### src/rtl/glyph_serializer.sv
// Streams one 5x5 operator glyph as a scaled valid/ready pixel raster with a done pulse.
// Optional build macro GLYPH_INVERT_EN adds an "invert" input for reverse-video rendering.
module glyph_serializer #(
  parameter int SCALE_X = 1,
  parameter int SCALE_Y = 1,
  localparam int GW = 5 * SCALE_X,
  localparam int GH = 5 * SCALE_Y,
  localparam int XW = $clog2(GW),
  localparam int YW = $clog2(GH)
) (
  input  logic          clk,
  input  logic          reset,
  input  logic          start,
  input  logic [2:0]    code,
`ifdef GLYPH_INVERT_EN
  input  logic          invert,
`endif
  output logic          busy,
  output logic          pix_valid,
  input  logic          pix_ready,
  output logic          pix_on,
  output logic [XW-1:0] pix_x,
  output logic [YW-1:0] pix_y,
  output logic          done
);

  typedef enum logic [1:0] {IDLE = 2'd0, RUN = 2'd1, FIN = 2'd2} state_t;

  localparam logic [XW-1:0] X_LAST  = XW'(GW - 1);
  localparam logic [YW-1:0] Y_LAST  = YW'(GH - 1);
  localparam logic [XW-1:0] X_ONE   = XW'(1);
  localparam logic [YW-1:0] Y_ONE   = YW'(1);
  localparam logic [2:0]    SX_LAST = 3'(SCALE_X - 1);
  localparam logic [2:0]    SY_LAST = 3'(SCALE_Y - 1);

  // Row bitmap of a glyph, MSB is the leftmost column.
  function automatic logic [4:0] rom_row(input logic [2:0] c, input logic [2:0] r);
    logic [24:0] g;
    case (c)
      3'd1:    g = 25'b00100_00100_11111_00100_00100;
      3'd2:    g = 25'b00000_00000_11111_00000_00000;
      3'd3:    g = 25'b10001_01010_00100_01010_10001;
      3'd4:    g = 25'b00100_00000_11111_00000_00100;
      3'd5:    g = 25'b00000_11111_00000_11111_00000;
      3'd6:    g = 25'b11111_11111_11111_11111_11111;
      default: g = 25'd0;
    endcase
    case (r)
      3'd0:    rom_row = g[24:20];
      3'd1:    rom_row = g[19:15];
      3'd2:    rom_row = g[14:10];
      3'd3:    rom_row = g[9:5];
      3'd4:    rom_row = g[4:0];
      default: rom_row = 5'd0;
    endcase
  endfunction

  state_t        state_r, state_n;
  logic [2:0]    code_r, code_n;
  logic          inv_r, inv_n, inv_in_s;
  logic [XW-1:0] x_r, x_n;
  logic [YW-1:0] y_r, y_n;
  logic [2:0]    sx_r, sx_n, sy_r, sy_n;
  logic [2:0]    col_r, col_n, row_r, row_n;
  logic [4:0]    row_bits_s;
  logic          on_n;

`ifdef GLYPH_INVERT_EN
  assign inv_in_s = invert;
`else
  assign inv_in_s = 1'b0;
`endif

  assign pix_x = x_r;
  assign pix_y = y_r;

  // Next-state, raster counters and the registered-output precompute.
  always_comb begin
    state_n = state_r;
    code_n  = code_r;
    inv_n   = inv_r;
    x_n     = x_r;
    y_n     = y_r;
    sx_n    = sx_r;
    sy_n    = sy_r;
    col_n   = col_r;
    row_n   = row_r;
    case (state_r)
      IDLE: begin
        if (start) begin
          state_n = RUN;
          code_n  = code;
          inv_n   = inv_in_s;
          x_n     = {XW{1'b0}};
          y_n     = {YW{1'b0}};
          sx_n    = 3'd0;
          sy_n    = 3'd0;
          col_n   = 3'd0;
          row_n   = 3'd0;
        end else begin
          state_n = IDLE;
        end
      end
      RUN: begin
        if (pix_ready) begin
          if (x_r == X_LAST) begin
            x_n   = {XW{1'b0}};
            sx_n  = 3'd0;
            col_n = 3'd0;
            if (y_r == Y_LAST) begin
              state_n = FIN;
            end else begin
              y_n = y_r + Y_ONE;
              if (sy_r == SY_LAST) begin
                sy_n  = 3'd0;
                row_n = row_r + 3'd1;
              end else begin
                sy_n = sy_r + 3'd1;
              end
            end
          end else begin
            x_n = x_r + X_ONE;
            if (sx_r == SX_LAST) begin
              sx_n  = 3'd0;
              col_n = col_r + 3'd1;
            end else begin
              sx_n = sx_r + 3'd1;
            end
          end
        end else begin
          state_n = RUN;
        end
      end
      FIN:     state_n = IDLE;
      default: state_n = IDLE;
    endcase
    row_bits_s = rom_row(code_n, row_n);
    if (state_n == RUN) begin
      on_n = row_bits_s[3'd4 - col_n] ^ inv_n;
    end else begin
      on_n = 1'b0;
    end
  end

  // State, counters and all outputs are registered.
  always_ff @(posedge clk) begin
    if (reset) begin
      state_r   <= IDLE;
      code_r    <= 3'd0;
      inv_r     <= 1'b0;
      x_r       <= {XW{1'b0}};
      y_r       <= {YW{1'b0}};
      sx_r      <= 3'd0;
      sy_r      <= 3'd0;
      col_r     <= 3'd0;
      row_r     <= 3'd0;
      busy      <= 1'b0;
      pix_valid <= 1'b0;
      pix_on    <= 1'b0;
      done      <= 1'b0;
    end else begin
      state_r   <= state_n;
      code_r    <= code_n;
      inv_r     <= inv_n;
      x_r       <= x_n;
      y_r       <= y_n;
      sx_r      <= sx_n;
      sy_r      <= sy_n;
      col_r     <= col_n;
      row_r     <= row_n;
      busy      <= (state_n == RUN);
      pix_valid <= (state_n == RUN);
      pix_on    <= on_n;
      done      <= (state_n == FIN);
    end
  end

endmodule

### config.mk
export PLATFORM = sky130hd
export DESIGN_NAME = glyph_serializer
export DESIGN_NICKNAME = d
export VERILOG_FILES = /design/src/rtl/glyph_serializer.sv
export SDC_FILE = /design/constraint.sdc
export NUM_CORES = 1
export LEC_CHECK = 0
export CORE_ASPECT_RATIO = 1.25
export CORE_UTILIZATION = 40
export CTS_CLUSTER_DIAMETER = 50
export DETAILED_ROUTE_END_ITERATION = 7
export GPL_TIMING_DRIVEN = 0
export PLACE_DENSITY = 0.65
export SKIP_CTS_REPAIR_TIMING = 1
export SLEW_MARGIN = 20
export SYNTH_ARGS = -nofsm -noshare
export SYNTH_HDL_FRONTEND = slang
export SYNTH_SLANG_ARGS = --single-unit
### constraint.sdc
create_clock -name clk -period 2.2 [get_ports clk]
set_input_delay 0.33 -clock clk [delete_from_list [all_inputs] [get_ports clk]]
set_output_delay 0.33 -clock clk [all_outputs]
set_load 0.05 [all_outputs]
==> reports/metrics.csv, run 1 <==
stage,metric,value,unit
status,status,"complete, but fails checks",
status,failing checks,setup timing,
cells_and_area,Sequential cell area,558,µm²
critical_path,worst-path fanout max,10,
place,detailed placer's ending HPWL,2.38,mm
sta,"Slew Viols, Final",0,
logic_synthesis,Seq cells post-synth,27,
die,initial core utilization,42.2,%
critical_path,max incr delay on CP,0.52,ns
place,I/O Buffers,16,
die,Core Box Area,3820,µm²
logic_synthesis,largest cells by area after synthesis,"dfxtp_1, ha_1, nor2_1, mux2i_1, nand2_1",
power_and_ir_drop,maximum vdd drop,0.000203,V
die,Die Span Y,72.9,µm
critical_path,Crit path top cell by count,nand2_1,
critical_path,Setup CP Type,in2reg,
clocking,clk sinks,27,
logic_synthesis,Syn. warnings,0,
logic_synthesis,Gate Count Post-Synth,194,
drt,vias per cell,5.11,
critical_path,CP max-delay cell,clkdlybuf4s50_1,
cells_and_area,Syn-to-layout area delta,27.1,%
logic_synthesis,"FFs w/ async S/R, synth",0,%
clocking,# H-tree levels,1,
logic_synthesis,"top cells by count, synth","dfxtp_1, nor2_1, nand2_1",
sta,Worst Skew,0.00173,ns
drt,WL per Instance,12.1,µm
logic_synthesis,Yosys cell types,42,
critical_path,CP Cell Sequence,clkdlybuf4s50_1 > or3b_1 > buf_2 > nand2_1 > o32a_1 > ha_4 > nand2_1 > a31oi_1 > o211ai_2 > a21oi_1 > and3b_1,
sta,PnR worst setup slack,-0.324,ns
drt,DR iter-0 viols,40,
sta,final worst path period share,115,%
clocking,TritonCTS Buffers,3,
clocking,CTS tree,built,
sta,final setup vio count,1,
global_routing,antenna violations before repair,0,
logic_synthesis,syn nets,212,
die,# rows,25,
logic_synthesis,top cell type's share of synthesized area,33.6,%
hold_path,HP Class,reg2reg,
cells_and_area,footprint of the multi-input gates,1080,µm²
sta,Fin. Hold Viols,0,
drt,first-pass iteration count of the detailed router,4,
sta,RSZ-0062 raised after global routing,yes,
cells_and_area,antenna cells,0,
critical_path,crit path DAT,2.70,ns
critical_path,"Data required, critical path",2.38,ns
clocking,clock latency on the worst-skew pair,0.27,ns
job,MaxCap Viol Count,0,
drt,via count,1410,
logic_synthesis,synthesized cell area,1610,µm²
die,die width,58.7,µm
logic_synthesis,Synth area leader,dfxtp_1,
global_routing,GRT Total Usage,16.5,%
drt,drc violations,0,
logic_synthesis,number of flops mapped to enable cells by yosys,0,
global_routing,first-pass GRT wire length,5.46,mm
global_routing,largest net degree at the start of global routing,15,
cells_and_area,share of layout cells above drive strength 1,20.3,%
die,I/O pin total,17,
logic_synthesis,"Seq/Total Area, Yosys",33.6,%
power_and_ir_drop,Leak,0.771,nW
power_and_ir_drop,Pwr Density,507,nW/µm²
clocking,clk slew on worst S/H paths,0.09,ns
drt,final wirelength,3.35,mm
sta,Worst slew margin,56.5,%
logic_synthesis,most common cell in the netlist,dfxtp_1,
critical_path,Worst setup SP type,primary input,
critical_path,Worst Setup End Kind,register,
global_routing,vias in the first global route,1277,
logic_synthesis,Syn Area/Cell,8.29,µm²
clocking,Clock Root Buffer,clkbuf_8,
clocking,Bufs on Longest Clock Path,2,
sta,actual slew at the worst max-slew pin,0.652,ns
cells_and_area,Final Core Density,53.6,%
sta,fmax,396,MHz
drt,post-route ant nets,0,
sta,post-layout minimum cycle time,2.52,ns
power_and_ir_drop,total power draw,0.00104,W
global_routing,grt ovf,0,
logic_synthesis,top_reg_cell synth,dfxtp_1,
place,RD Place Congestion,0.818,
die,Die Area,4280,µm²
cells_and_area,Filler Cell Count,381,
cells_and_area,NumNets Final,241,
flip-flops by register name, indices dropped and copies added, names as in the netlist:
signal / flops
code_r: 3
col_r: 3
pix_x: 3
pix_y: 3
row_r: 3
sx_r: 3
sy_r: 3
state_r: 2
done: 1
inv_r: 1
pix_on: 1
pix_valid: 1
cells in the final DEF (no fill, tap or decap), drive strengths merged, types with 2 or more instances in the layout:
cell | Yosys | final
nand3 | 5 | 5
a21oi | 12 | 12
nor2 | 24 | 24
nand2b | 7 | 7
nor3b | 2 | 2
xnor2 | 2 | 2
clkbuf | 3 | 7
o211ai | 4 | 4
ha | 11 | 11
or3 | 2 | 2
and2 | 2 | 2
buf | 4 | 12
nor4 | 6 | 6
xor2 | 4 | 4
or2 | 2 | 2
inv | 10 | 10
o21ai | 9 | 9
a31oi | 2 | 2
mux2 | 5 | 5
clkdlybuf4s50 | 0 | 16
dfxtp | 27 | 27
nand2 | 19 | 19
nor3 | 6 | 6
a22oi | 3 | 3
nor2b | 5 | 5
mux2i | 8 | 8
cells by family after synthesis:
group / Yosys count / synth area share [%]
xor gates and xnor gates: 6 / 3.27
buffers and inverters: 17 / 4.43
DFF: 27 / 33.6
and+or+nand+nor: 85 / 28.2
adders and majority gates: 11 / 8.55
AOI/OAI and AO/OA: 35 / 13.5
muxes: 13 / 8.48
metal layers:
layer | GRT usage (%) | part of all wire [%] | vias up
met1 | 20.1 | 49 | 656
met3 | 2.13 | 2.0 | 7
li1 | - | - | 728
met5 | 0 | 0 | -
met4 | 6.61 | 1.8 | 0
met2 | 28.8 | 48 | 19
cell type report:
| class | count | share of cell area [%] |
|---|---|---|
| multi-input cells | 150 | 52.7 |
| repair buffers | 24 | 10.8 |
| inverters | 10 | 1.96 |
| well taps | 54 | 3.30 |
| plain buffers | 7 | 1.77 |
| clock buffers | 4 | 2.20 |
| flip-flops and latches | 27 | 27.3 |
final timing paths:
check / startpoint / endpoint / cells after the start / slack (ns)
worst min-delay path: sy_r[0] / sy_r[0] / 2 / 0.48
worst min register to register: sy_r[0] / sy_r[0] / 2 / 0.48
worst max-delay path: start / pix_on / 11 / -0.32
worst max register to register: pix_y[0] / pix_on / 10 / -0.24
where the power goes:
group	switching [W]	leakage, nW	total, W	internal (W)
clock	0.000160	0.0228	0.000290	0.000130
sequential	0.0000161	0.223	0.000517	0.000501
combinational	0.000132	0.525	0.000229	0.0000973
critical path, delay by kind of cell:
family | cells | cell delay (ns)
buffers and inverters | 2 | 0.73
AND/OR/NAND/NOR | 4 | 0.73
AO/OA/AOI/OAI | 4 | 0.74
adder cells (fa/ha/maj) | 1 | 0.19
per-stage QoR:
stage	instance area [µm²]	setup TNS (ns)	hold slack, ns	setup slack [ns]	instances
after floorplan	1650	-0.0415	0.446	-0.0415	194
after global routing	2050	-0.400	0.498	-0.400	276
final	2050	-0.324	0.477	-0.324	276
after detailed placement	1880	-0.635	0.465	-0.635	264
after global placement	1880	-0.629	0.459	-0.629	264
after CTS	1930	-0.363	0.478	-0.363	268
Power figures use the tool's default switching activity.
==> run 2, diff against run 1 <==
- REMOVE_ABC_BUFFERS: not set -> 1
==> run 2 against run 1 <==
The flow still finishes with violations (setup timing). Non-clock buffer count up 1. Flip-flop and latch count stayed put. Worst hold slack gained 0.0031 ns. Global-route usage fell by 1.3 points.
==> reports/metrics.csv, run 2 (same netlist as run 1, synthesis figures left out) <==
stage,metric,value,unit,change
status,status,"complete, but fails checks",,
status,failing checks,setup timing,,
cells_and_area,Sequential cell area,549,µm²,-1.6%
clocking,clk sinks,27,,unchanged
sta,PnR worst setup slack,-0.153,ns,+0.170 ns
clocking,# H-tree levels,1,,unchanged
global_routing,GRT Total Usage,15.2,%,-1.3 points
sta,WHS,0.480,ns,+0.00310 ns
power_and_ir_drop,maximum vdd drop,0.000227,V,+12%
drt,vias per cell,5.06,,-1.0%
die,initial core utilization,42.2,%,unchanged
cells_and_area,footprint of the multi-input gates,1120,µm²,+4.3%
global_routing,grt ovf,0,,unchanged
drt,post-route ant nets,0,,unchanged
hold_path,HP Class,reg2reg,,
clocking,TritonCTS Buffers,3,,unchanged
critical_path,crit path DAT,2.53,ns,-0.17 ns
place,I/O Buffers,16,,unchanged
sta,final setup vio count,1,,unchanged
critical_path,Worst setup SP type,primary input,,
die,Die Span Y,72.9,µm,unchanged
sta,post-layout minimum cycle time,2.35,ns,-0.170 ns
die,Core Box Area,3820,µm²,unchanged
sta,Fin. Hold Viols,0,,unchanged
drt,final wirelength,3.41,mm,+2.0%
global_routing,first-pass GRT wire length,5.14,mm,-5.9%
critical_path,Setup CP Type,in2reg,,
drt,top layer in use,met4,,
drt,met3 wire len,60,µm,-9.1%
die,die width,58.7,µm,unchanged
sta,final setup TNS,-0.153,ns,+0.170 ns
global_routing,vias in the first global route,1189,,-6.9%
sta,Worst Skew,0.00163,ns,-0.000100 ns
critical_path,"Data required, critical path",2.38,ns,about the same
die,I/O pin total,17,,unchanged
cells_and_area,most frequent cells in the layout,"nor2_1, dfxtp_1, nand2_1",,
place,placed cells,257,,-2.7%
clocking,clock latency on the worst-skew pair,0.27,ns,about the same
sta,RSZ-0062 raised after global routing,yes,,
cells_and_area,NumNets Final,242,,+0.41%
power_and_ir_drop,total power draw,0.00106,W,+2.3%
drt,via count,1401,,-0.64%
sta,final worst path period share,107,%,-7.7 points
cells_and_area,"Cell Count, Final, Fillers Out",277,,+0.36%
sta,"Slew Viols, Final",0,,unchanged
critical_path,Worst Setup End Kind,register,,
global_routing,antenna violations before repair,0,,unchanged
die,# rows,25,,unchanged
power_and_ir_drop,Pwr Density,500,nW/µm²,-1.2%
cells_and_area,antenna cells,0,,unchanged
global_routing,largest net degree at the start of global routing,21,,+6
drt,WL per Instance,12.3,µm,+1.6%
cells_and_area,Filler Cell Count,351,,-7.9%
power_and_ir_drop,Leak,0.801,nW,+3.9%
die,Die Area,4280,µm²,unchanged
clocking,CTS tree,built,,
sta,actual slew at the worst max-slew pin,0.733,ns,+0.0807 ns
drt,drc violations,0,,unchanged
clocking,clk slew on worst S/H paths,0.09,ns,about the same
drt,WL met2,1.77,mm,+11%
drt,first-pass iteration count of the detailed router,4,,unchanged
place,RD Place Congestion,0.858,,+4.9%
cells_and_area,Final Core Density,55.5,%,+1.9 points
drt,DR iter-0 viols,25,,-38%
cells_and_area,"leading cell type in the layout, fill and taps excluded",nor2_1,,
job,MaxCap Viol Count,0,,unchanged
sta,Worst slew margin,51.0,%,-5.5 points
clocking,Clock Root Buffer,clkbuf_8,,
cells_and_area,Syn-to-layout area delta,31.7,%,
place,detailed placer's ending HPWL,2.15,mm,-9.6%
critical_path,worst-path fanout max,10,,unchanged
drt,met1 wire length,1.54,mm,-5.5%
cells_and_area,share of layout cells above drive strength 1,24.7,%,+4.4 points
clocking,Bufs on Longest Clock Path,2,,unchanged
sta,fmax,425,MHz,+7.2%
[run 2: cell count changes in the layout (fill, tap and decap cells not counted), moves of 2 or more]
cell      before  now
buf_2          2    0
buf_4         10   15
clkbuf_1       4    1
dfxtp_2        2    4
dfxtp_4        4    1
inv_1          6    8
[run 2: critical path, cell delays in order]
cell             delay [ns]
clkdlybuf4s50_1        0.54
nor3b_4                0.25
buf_12                 0.16
buf_4                  0.11
mux2i_1                0.35
o22ai_2                0.15
o211ai_1               0.21
o211ai_2               0.13
a21oi_1                0.12
and3b_1                0.18
[run 2: final cells by class]
type	count	share of cell area, %
multi-input cells	150	53.1
repair buffers	32	13.9
well taps	54	3.19
inverters	10	1.77
clock buffers	4	2.13
flip-flops and latches	27	25.9
[run 2: through the flow]
step	instance area (µm²)	setup WS, ns
2_1_floorplan	1580	-0.518
3_3_place_gp	1800	-1.01
3_5_place_dp	1800	-0.985
4_1_cts	1850	-0.701
5_1_grt	2120	-0.287
6_report	2120	-0.153
[run 2: per-layer routing]
| layer | up-vias | GRT usage [%] |
|---|---|---|
| li1 | 733 | - |
| met1 | 645 | 19.8 |
| met2 | 18 | 25.3 |
| met3 | 5 | 2.13 |
| met4 | 0 | 5.56 |
| met5 | - | 0 |
[run 2: power by group]
group / switching, W / total, W / leakage [nW] / internal [W]
Sequential: 0.0000158 / 0.000519 / 0.222 / 0.000504
Combinational: 0.000139 / 0.000254 / 0.557 / 0.000115
Clock: 0.000157 / 0.000287 / 0.0228 / 0.000130
Total: 0.000312 / 0.00106 / 0.801 / 0.000748
[run 2: worst paths after layout]
| kind | from | to | slack (ns) | cells after the start |
|---|---|---|---|---|
| setup reg to reg | pix_x[0] | pix_on | -0.12 | 11 |
| hold reg to reg | inv_r | inv_r | 0.48 | 1 |
| setup / recovery | start | pix_on | -0.15 | 10 |
| hold / removal | inv_r | inv_r | 0.48 | 1 |
